## src/rtl/seven_seg_pkg.sv

```systemverilog
// Shared constants for the seven-segment scan driver: active-low glyph table,
// blank code and the digit-index width helper.
package seven_seg_pkg;

    localparam logic [6:0] SEG_OFF = 7'h7F;

    // Entry n is the active-low {g,f,e,d,c,b,a} pattern for hex digit n.
    localparam logic [15:0][6:0] SEG_LUT = {
        7'h0E, 7'h06, 7'h21, 7'h46, 7'h03, 7'h08, 7'h10, 7'h00,
        7'h78, 7'h02, 7'h12, 7'h19, 7'h30, 7'h24, 7'h79, 7'h40
    };

    function automatic int digit_idx_w(input int n);
        return (n <= 1) ? 1 : $clog2(n);
    endfunction

endpackage

```

## src/rtl/seven_seg_hex_lut.sv

```systemverilog
// Combinational hex nibble to active-low seven-segment code.
module seven_seg_hex_lut
    import seven_seg_pkg::*;
(
    input  logic [3:0] nibble_i,
    output logic [6:0] seg_o
);

    assign seg_o = SEG_LUT[nibble_i];

endmodule

```

## src/rtl/seven_seg_scan_driver.sv

```systemverilog
// Multiplexed common-anode seven-segment scanner with tear-free frame updates.
// Optional leading-zero blanking is built when SEVEN_SEG_LZB_EN is defined.
module seven_seg_scan_driver
    import seven_seg_pkg::*;
#(
    parameter int NUM_DIGITS = 4,
    parameter int CLK_DIV    = 50000
) (
    input  logic                    clk,
    input  logic                    rst_n,
    input  logic                    load,
    input  logic [4*NUM_DIGITS-1:0] value,
    input  logic [NUM_DIGITS-1:0]   dp_in,
    output logic [6:0]              seg,
    output logic                    dp,
    output logic [NUM_DIGITS-1:0]   an,
    output logic                    frame_tick
);

    localparam int DW = digit_idx_w(NUM_DIGITS);
    localparam int PW = $clog2(CLK_DIV);
    localparam logic [PW-1:0] P_LAST = PW'(CLK_DIV - 1);
    localparam logic [DW-1:0] D_LAST = DW'(NUM_DIGITS - 1);

    logic [PW-1:0]                  p_q, p_d;
    logic [DW-1:0]                  d_q, d_d;
    logic [NUM_DIGITS-1:0][3:0]     pend_val_q, act_val_q;
    logic [NUM_DIGITS-1:0]          pend_dp_q, act_dp_q;
    logic [6:0]                     seg_q, seg_d;
    logic                           dp_q, dp_d;
    logic [NUM_DIGITS-1:0]          an_q, an_d;
    logic                           tick_q;

    logic                           slot_end, frame_end;
    logic [3:0]                     cur_nib;
    logic [6:0]                     lut_seg;
    logic                           blank;

    assign slot_end  = (p_q == P_LAST);
    assign frame_end = slot_end && (d_q == D_LAST);

    always_comb begin
        p_d = slot_end ? '0 : p_q + 1'b1;
        d_d = d_q;
        if (slot_end)
            d_d = (d_q == D_LAST) ? '0 : d_q + 1'b1;
    end

    assign cur_nib = act_val_q[d_q];

    seven_seg_hex_lut u_lut (
        .nibble_i (cur_nib),
        .seg_o    (lut_seg)
    );

`ifdef SEVEN_SEG_LZB_EN
    // Highest nonzero nibble; digit 0 is the floor so a zero value still shows "0".
    logic [DW-1:0] msnz;
    always_comb begin
        msnz = '0;
        for (int k = 1; k < NUM_DIGITS; k++)
            if (act_val_q[k] != 4'h0) msnz = DW'(k);
    end
    assign blank = (d_q > msnz);
`else
    assign blank = 1'b0;
`endif

    // First cycle of each slot keeps every anode off so the previous glyph cannot ghost.
    always_comb begin
        an_d  = '1;
        seg_d = SEG_OFF;
        dp_d  = 1'b1;
        if (p_q != '0) begin
            an_d[d_q] = 1'b0;
            seg_d     = blank ? SEG_OFF : lut_seg;
            dp_d      = ~act_dp_q[d_q];
        end
    end

    always_ff @(posedge clk or negedge rst_n) begin
        if (!rst_n) begin
            p_q        <= '0;
            d_q        <= '0;
            pend_val_q <= '0;
            pend_dp_q  <= '0;
            act_val_q  <= '0;
            act_dp_q   <= '0;
            seg_q      <= SEG_OFF;
            dp_q       <= 1'b1;
            an_q       <= '1;
            tick_q     <= 1'b0;
        end else begin
            p_q    <= p_d;
            d_q    <= d_d;
            seg_q  <= seg_d;
            dp_q   <= dp_d;
            an_q   <= an_d;
            tick_q <= frame_end;
            if (load) begin
                pend_val_q <= value;
                pend_dp_q  <= dp_in;
            end
            // Active only changes between frames; a load on the wrap cycle bypasses pending.
            if (frame_end) begin
                act_val_q <= load ? value : pend_val_q;
                act_dp_q  <= load ? dp_in : pend_dp_q;
            end
        end
    end

    assign seg        = seg_q;
    assign dp         = dp_q;
    assign an         = an_q;
    assign frame_tick = tick_q;

endmodule
```

## config.mk

```make
export PLATFORM = sky130hd
export DESIGN_NAME = seven_seg_scan_driver
export DESIGN_NICKNAME = d
export VERILOG_FILES = /design/src/rtl/seven_seg_pkg.sv /design/src/rtl/seven_seg_hex_lut.sv /design/src/rtl/seven_seg_scan_driver.sv
export SDC_FILE = /design/constraint.sdc
export NUM_CORES = 1
export LEC_CHECK = 0
export CORE_ASPECT_RATIO = 1.25
export CORE_UTILIZATION = 56
export CTS_CLUSTER_DIAMETER = 40
export DETAILED_ROUTE_END_ITERATION = 16
export MAX_ROUTING_LAYER = met4
export PLACE_DENSITY_LB_ADDON = 0.15
export REMOVE_ABC_BUFFERS = 1
export SLEW_MARGIN = 20
export SYNTH_ARGS = -nofsm -noshare
export SYNTH_HDL_FRONTEND = slang
export SYNTH_SLANG_ARGS = --single-unit
```

## constraint.sdc

```tcl
create_clock -name clk -period 2.63 [get_ports clk]
set_input_delay 0.263 -clock clk [delete_from_list [all_inputs] [get_ports clk]]
set_output_delay 0.263 -clock clk [all_outputs]
set_load 0.005 [all_outputs]
```

### After elaboration in Yosys (flattened, before gate mapping)

Memories as Yosys holds them, arrays and structs flattened.
Index checks and enable logic that the tools add are counted.

| word-level totals | value |
|---|---|
| register bits after elaboration | 71 |
| bits in read-only memories | 112 |
| bits of input ports | 23 |
| output and inout bits | 13 |
| word-level logic and storage cells | 43 |
| memories kept | 1 |

| cells by class | value |
|---|---|
| $add $sub $neg | 2 |
| order comparisons | 3 |
| eq/ne operators | 2 |
| multiplexer cells | 14 |
| bitwise logic cells | 2 |
| reductions and logical operators | 3 |

Memory list:

| name | depth | width | rd ports | clocked after Yosys merged registers in | wr ports | RTL line | text |
|---|---|---|---|---|---|---|---|
| (no name shown) | 16 | 7 | 1 | 0 | 0 | seven_seg_hex_lut.sv:9 | `assign seg_o = SEG_LUT[nibble_i];` |

Operators by type and width:

| operator | number |
|---|---|
| 16-bit 2-to-1 mux | 2 |
| 16-bit by 1-bit adder with 16-bit output (second input constant) | 1 |
| 16-bit equality test (second input constant) | 1 |
| 16-bit nonzero test | 1 |
| 7-bit 2-to-1 mux | 2 |
| 4-bit 2-to-1 mux | 3 |
| 4-bit binary-select mux with 2-bit select | 1 |
| 4-bit by 5-bit < comparator with 1-bit output (second input constant) | 1 |
| 4-bit inverter | 1 |
| 2-bit by 3-bit < comparator with 1-bit output (second input constant) | 1 |
| 1-bit 2-to-1 mux | 3 |
| 2-bit by 1-bit adder with 2-bit output (second input constant) | 1 |
| 1-bit binary-select mux with 2-bit select | 1 |
| 1-bit demux with 2-bit select | 1 |
| 2-bit equality test (second input constant) | 1 |
| 2-bit by 1-bit >= comparator with 1-bit output (second input constant) | 1 |
| 1-bit logical AND | 2 |
| 2-bit 2-to-1 mux | 1 |
| 1-bit inverter | 1 |

### Longest topological paths before layout

Gate-level depths: netlist of run 1.

| logic depth | value |
|---|---|
| depth in word-level cells | 6 |
| mapped depth | 8 |
| gate-level depth less buffers | 7 |

### Hierarchy

A second synthesis of run 1 with hierarchy kept.

| unflattened totals | value |
|---|---|
| cell total of the unflattened synthesis | 244 |
| area, all modules | 3289.4 µm² |

By module, submodules not included:

| module | times used | cells each | area each (µm²) | sequential area each (µm²) |
|---|---|---|---|---|
| seven_seg_scan_driver | 1 | 209 | 3019.1 | 1791.7 |
| seven_seg_hex_lut | 1 | 35 | 270.3 | 0.0 |

### Worst setup path before layout of run 1

No wires, ideal clock.

| path | value |
|---|---|
| path kind | reg2reg |
| start point | register p_q[11] |
| end point | register d_q[0] |
| setup time | 0.125 ns |
| arrival time | 1.884 ns |
| data required time | 2.505 ns |
| path slack | 0.621 ns |
| cell stages (with the launch flop) | 6 |
| path buffers | 1 |
| clock period less this slack | 2.009 ns |
| cell sequence | dfrtp_1 or4_4 nor4_4 and3_2 buf_4 mux2_2 |

| on the way | value |
|---|---|
| cells in the longest elaborated chain, start to end | 1 |

RTL lines:

| element | RTL line | text |
|---|---|---|
| from (decl) | seven_seg_scan_driver.sv:25 | `logic [PW-1:0] p_q, p_d;` |
| from (signal assigned) | seven_seg_scan_driver.sv:94 | `p_q <= p_d;` |
| 16-bit equality test | seven_seg_scan_driver.sv:39 | `assign slot_end = (p_q == P_LAST);` |
| to (signal assigned) | seven_seg_scan_driver.sv:84 | `d_q <= '0;` |
| to (signal assigned) | seven_seg_scan_driver.sv:95 | `d_q <= d_d;` |
| to (decl) | seven_seg_scan_driver.sv:26 | `logic [DW-1:0] d_q, d_d;` |

No other way between the ends.
A chain may end at the register's enable or synchronous reset.

### Final worst setup path of run 1

| path | value |
|---|---|
| start point | register p_q[11] |
| end point | register act_val_q[3] (netlist name) |

| on the way | value |
|---|---|
| cells in the longest elaborated chain, start to end | 2 |

RTL lines:

| element | RTL line | text |
|---|---|---|
| 16-bit equality test | seven_seg_scan_driver.sv:39 |  |
| 1-bit logical AND | seven_seg_scan_driver.sv:40 | `assign frame_end = slot_end && (d_q == D_LAST);` |
| to (signal assigned) | seven_seg_scan_driver.sv:106 | `act_val_q <= load ? value : pend_val_q;` |
| to (decl) | seven_seg_scan_driver.sv:27 | `logic [NUM_DIGITS-1:0][3:0] pend_val_q, act_val_q;` |

No other way between the ends.

==> metrics.cfg, run 1 <==
[outcome]
status = finished, final reports clean

[die]
ios = 36
fp.coreArea_um2 = 5520
dieArea_um2 = 6140
die_h_um = 87.3
core.rowCount = 30
dieWidth_um = 70.3
initial_core_util_pct = 59.1

[worst_setup_path]
r2r-end = act_val_q[3]$_DFFE_PN0P_
rrSetupSlack_ns = 0.46
rr_startpoint = p_q[11]$_DFF_PN0_
critPathArrivalTime_ns = 2.40
critical_path_class = reg -> reg
startpoint = p_q[11]$_DFF_PN0_
slowest_delay_ns = 0.57
crit_path_start_kind = register
critPathCaptureType = register
crit_path_cell_trace = or4_4 -> nor4_4 -> nand4_2 -> buf_4 -> mux2_4
crit_required_ns = 2.86
path_max_fanout = 20
endpoint = act_val_q[3]$_DFFE_PN0P_
crit_slowest_cell = or4_4
worstRegToRegCells = 5

[placement]
port_buffers = 35
gp_routability_congestion = 0.875
hpwl_um = 3920
dp_slack_ns = 0.487

[logic_synthesis]
synth_edf_count = 0
synthSimpleGateAreaFrac_pct = 10.4
synth_cells = 240
synth_compound_area_share_pct = 2.34
synth_warnings = 0
yosysTopAreaCell = dfrtp_1
synthXorXnorAreaFrac_pct = 3.22
synth_top_family_by_area = multiplexers
synth_area_leaders = dfrtp_1 (45%), dfstp_2 (9.7%), mux2_4 (9.2%)
synth_ff_type = dfrtp_1
yosysSeqAreaShare_pct = 54.9
synthAdderAreaFrac_pct = 4.60
synthMuxAreaShare_pct = 21.9
async_flop_share_pct = 100
synth.cell_area_um2 = 3260
synth.avg_cell_area_um2 = 13.6
synth_top_area_share_pct = 45.2
ys_ff_latch = 71
synth.distinct_cells = 37

[timing]
hold_viol_final = 0
holdWs_ns = 0.498
min_period_ns = 2.17
setup_ws_ns = 0.458
finClkSkew_ns = 0.00987
setup_viol = 0
rsz0062_at_grt = no
max-slew-margin-rel_pct = 50.0
drv_slew = 0
tightest_slew_ns = 0.750
timing.fmax_mhz = 460
tns_ns = 0
post-route-period-util_pct = 82.6

[drt]
wl_met3_um = 233
drt-met1-wl_um = 2580
wirelength_um = 5870
drtAntennaViolNets = 0
wl_met2_um = 2980
maxUsedRoutingLayer = met4
avgRoutedWirePerCell_um = 16.8
vias_per_cell = 5.62
drc_errors = 0
firstDrtPassIters = 4
drt-initial-drc-count = 113
num_vias = 1968

[run]
drv_cap = 0

[power_and_ir_drop]
total_power_w = 0.00239
ir_drop_v = 0.000372
power_density_nw_per_um2 = 610
leakage_nw = 1.77

[global_routing]
grt_max_degree = 40
track_usage_pct = 22.1
grt_pass1_vias = 2042
grt_overflow = 0
antenna_found_initial = 0
grt_pass1_wl_um = 9810

[worst_hold_path]
hp-class = reg -> reg

[finish]
n_fill_cell = 406
drive_gt1_share_pct = 30.1
antenna-diode-count = 0
synthToLayoutAreaGrowth_pct = 20.1
nets = 316

[clock_tree]
numCtsBuffers = 9
cts_max_level = 3
clock_latency_ns = 0.35
postCtsSetupBuffers = 0
clockBufferDepth = 2
clk_pin_slew_ns = 0.07
cts_hold_buf = 1
numClockSinks = 71
cts_root_buffer = clkbuf_8
cts_tree = yes
post_cts_resized = 0

## cell type report
class / instances / area [µm²] / area share, %
Tap cell: 64 / 80.1 / 2.04
Timing Repair Buffer: 39 / 390 / 9.96
Multi-Input combinational cell: 151 / 1380 / 35.3
Sequential cell: 71 / 1790 / 45.7
Inverter: 9 / 33.8 / 0.862
Clock buffer: 12 / 165 / 4.21
Clock inverter: 4 / 76.3 / 1.95
## through the flow
stage	utilization, %	instance area, µm²	std cells
finish	71.0	3920	350
global placement	66.5	3670	333
CTS	71.0	3920	350
global route	71.0	3920	350
detailed placement	66.5	3670	333
floorplan	-	3210	231
## worst max-delay path, delay by kind of cell (launching register included)
kind	cells	cell delay, ns
AND/OR/NAND/NOR	3	1.00
flip-flops	1	0.44
buffers and inverters	1	0.28
multiplexers	1	0.34
## layout by cell type, fill, tap and decap left out, drive strengths merged, types with 2 or more instances in the layout
master         count
clkdlybuf4s50     34
buf                4
nor4               4
nand4              3
nor2              13
mux2              44
nand2b             2
mux2i              3
or4                2
and3               3
xor2               6
clkbuf            12
inv                9
nand2             15
nor3               5
o21ai              3
a21oi              3
mux4               5
xnor2              6
dfrtp             59
nand3             12
o211ai             3
bufinv             2
dfstp             12
ha                12
## how the worst min path moves through the flow
stage | from | to | slack, ns | cells after the start
2_1_floorplan | rst_n | act_dp_q[0]$_DFFE_PN0P_ | -0.03 | 0
3_3_place_gp | rst_n | pend_val_q[3]$_DFF_PN0_ | 0.35 | 1
3_5_place_dp | rst_n | pend_val_q[3]$_DFF_PN0_ | 0.37 | 1
4_1_cts | pend_val_q[5]$_DFF_PN0_ | pend_val_q[5]$_DFF_PN0_ | 0.50 | 1
5_1_grt | pend_val_q[5]$_DFF_PN0_ | pend_val_q[5]$_DFF_PN0_ | 0.51 | 1
6_report | pend_val_q[5]$_DFF_PN0_ | pend_val_q[5]$_DFF_PN0_ | 0.50 | 1
## routing by layer
layer  vias up  global-route usage, %
met2        42                   35.8
met3         8                   6.83
met1       994                   26.3
met5         -                      -
met4         0                   7.64
li1        924                      -
## registers in the layout (all words and copies together), names as in the netlist
| register | flops |
|---|---|
| act_dp_q | 4 |
| act_val_q | 16 |
| an | 4 |
| d_q | 2 |
| dp | 1 |
| frame_tick | 1 |
| p_q | 16 |
| pend_dp_q | 4 |
| pend_val_q | 16 |
| seg | 7 |
## cell usage after synthesis, types with 2 or more instances
library cell,instances
nor2_1,13
a21oi_1,3
buf_6,2
dfrtp_1,59
clkbuf_1,4
ha_1,12
mux2_2,24
o21ai_0,3
nor3_1,5
inv_1,9
buf_2,2
mux2_4,20
and3_1,2
nand2b_1,2
nand4_1,2
xnor2_1,6
nand2_1,15
mux4_2,5
dfstp_2,12
nor4_1,3
nand3_1,12
o211ai_1,3
mux2i_1,3
xor2_1,6
## kinds of logic (layout without fill, tap and decap cells)
logic type,Yosys count,in the layout
simple gates,63,63
flops,71,71
buf+inv,18,64
mux,52,52
fa+ha+maj,12,12
xor+xnor,12,12
compound gates,12,12
## where the power goes
group / total, W / internal [W] / switching (W)
logic: 0.000197 / 0.000117 / 0.0000799
registers: 0.00117 / 0.00116 / 0.0000187
clock network: 0.00102 / 0.000613 / 0.000408
total: 0.00239 / 0.00189 / 0.000506
No activity file was read; power rests on OpenSTA's default activity.
==> run 2: changes to the inputs <==
==> constraint.sdc (replaced) <==
create_clock -name clk -period 2 [get_ports clk]
set_input_delay 0.2 -clock clk [delete_from_list [all_inputs] [get_ports clk]]
set_output_delay 0.2 -clock clk [all_outputs]
set_load 0.005 [all_outputs]
==> run 2 against run 1 <==
Compared with the run above:
- clock-buffer cell count fell by 3
- design area increased by 2.9%
- via count increased by 2.6%
- sequential share of layout area decreased by 1.3 points
- wire length down 0.48%
- critical path type unchanged
- critical endpoint is now d_q[0]$_DFFE_PN0N_
- largest cell class unchanged
- highest routed layer unchanged
==> metrics.cfg, run 2 (synthesis gave the netlist of run 1 again) <==
[timing]
hold_viol_final = 0
tightest_slew_ns = 0.359
setup_viol = 0
rsz0062_at_grt = no
finClkSkew_ns = 0.0132
max-slew-margin-rel_pct = 76.0
timing.fmax_mhz = 509
min_period_ns = 1.96
drv_slew = 0
post-route-period-util_pct = 98.2

[clock_tree]
cts_root_buffer = clkbuf_8
cts_max_level = 3
cts_tree = yes
clk_pin_slew_ns = 0.08
clockBufferDepth = 2
clock_latency_ns = 0.35
numCtsBuffers = 9
numClockSinks = 71

[die]
fp.coreArea_um2 = 5520
initial_core_util_pct = 59.1
dieWidth_um = 70.3
core.rowCount = 30
ios = 36
dieArea_um2 = 6140
die_h_um = 87.3

[drt]
drc_errors = 0
avgRoutedWirePerCell_um = 15.8
drtAntennaViolNets = 0
firstDrtPassIters = 5
vias_per_cell = 5.47
num_vias = 2019
wirelength_um = 5840
drt-initial-drc-count = 151

[outcome]
status = finished, final reports clean

[global_routing]
grt_pass1_vias = 2056
grt_overflow = 0
track_usage_pct = 22.0
grt_pass1_wl_um = 9780
grt_max_degree = 72
antenna_found_initial = 0

[finish]
final_cell_mix = dfrtp_1 (58), clkdlybuf4s50_1 (34), mux2_2 (24), mux2_4 (20), buf_4 (19)
antenna-diode-count = 0
postLayoutCellArea_um2 = 4040
top_regs = act_val_q x16, p_q x16, pend_val_q x16
synthToLayoutAreaGrowth_pct = 23.7
final_common_cell = dfrtp_1
n_fill_cell = 390
drive_gt1_share_pct = 34.8
nets = 335

[worst_setup_path]
crit_required_ns = 2.24
worstRegToRegCells = 5
rr_startpoint = p_q[11]$_DFF_PN0_
critPathArrivalTime_ns = 2.20
critPathCaptureType = register
startpoint = p_q[11]$_DFF_PN0_
r2r-end = d_q[0]$_DFFE_PN0N_
crit_path_start_kind = register
rrSetupSlack_ns = 0.04
critical_path_class = reg -> reg
path_max_fanout = 2

[power_and_ir_drop]
total_power_w = 0.00294
seqPwrFrac_pct = 52.5
pwr-share-comb_pct = 9.1
clkPwrFrac_pct = 38.4
switching_share_pct = 23.2
power_density_nw_per_um2 = 728
switchingPower_w = 0.000683
internal_power_w = 0.00226
ir_drop_v = 0.000483
leakage_nw = 1.84

[worst_hold_path]
hp-class = in -> async

[placement]
hpwl_um = 4110
gp_routability_congestion = 0.868
port_buffers = 35
place_area_um2 = 3800

[run]
drv_cap = 0

## run 2: power by group through the flow
| stage | clock [W] | combinational (W) | sequential, W |
|---|---|---|---|
| finish | 0.00113 | 0.000267 | 0.00154 |
| global route | 0.00121 | 0.000292 | 0.00155 |
| CTS | 0.00115 | 0.000269 | 0.00155 |
| detailed placement | 0 | 0.000265 | 0.00157 |
| global placement | 0 | 0.000259 | 0.00157 |
| floorplan | 0 | 0.000126 | 0.00156 |
## run 2: repair_timing
action | CTS | global route
gates resized for setup | 0 | 2
buffers inserted | 0 | 3
hold buffers | 1 | 0
setup endpoints to repair | 0 | 8
endpoints found under the hold margin | 59 | 0
## run 2: per-stage QoR
stage | util, % | hold WS, ns | setup slack (ns) | instances | setup TNS (ns)
final | 73.1 | 0.399 | 0.0366 | 369 | 0
after global routing | 73.1 | 0.432 | 0.0196 | 369 | 0
after CTS | 72.6 | 0.406 | 0.0103 | 366 | 0
after detailed placement | 68.9 | 0.250 | 0.0346 | 349 | 0
after global placement | 68.9 | 0.252 | 0.0786 | 349 | 0
after floorplan | - | -0.0956 | -0.471 | 231 | -9.42
## run 2: worst max-delay path: stages (launching register included)
cell and delay (ns):
dfrtp_1 0.39, or4_4 0.55, nor4_4 0.20, buf_4 0.17
and3_2 0.19, mux2_2 0.34
## run 2: metal layers
metal	vias up	track usage (%)	routed length, µm
met1	1006	26.1	2600
met3	12	3.94	133
met5	-	-	0
li1	964	-	-
met4	0	11.5	137
met2	37	35.8	2970
## run 2: how the worst max path moves through the flow
stage	end	cells after the start
6_report	d_q[0]$_DFFE_PN0N_	5
5_1_grt	d_q[0]$_DFFE_PN0N_	5
4_1_cts	d_q[0]$_DFFE_PN0N_	5
3_5_place_dp	act_val_q[2]$_DFFE_PN0P_	5
3_3_place_gp	act_val_q[12]$_DFFE_PN0P_	5
2_1_floorplan	act_dp_q[0]$_DFFE_PN0P_	4
## run 2: cell type report
type | count | area (µm²) | area share (%)
clock buffer | 9 | 124 | 3.07
clock inverter | 7 | 72.6 | 1.80
inverter | 9 | 33.8 | 0.837
multi-input combinational | 151 | 1380 | 34.3
sequential | 71 | 1790 | 44.4
tap | 64 | 80.1 | 1.98
timing repair buffer | 58 | 549 | 13.6
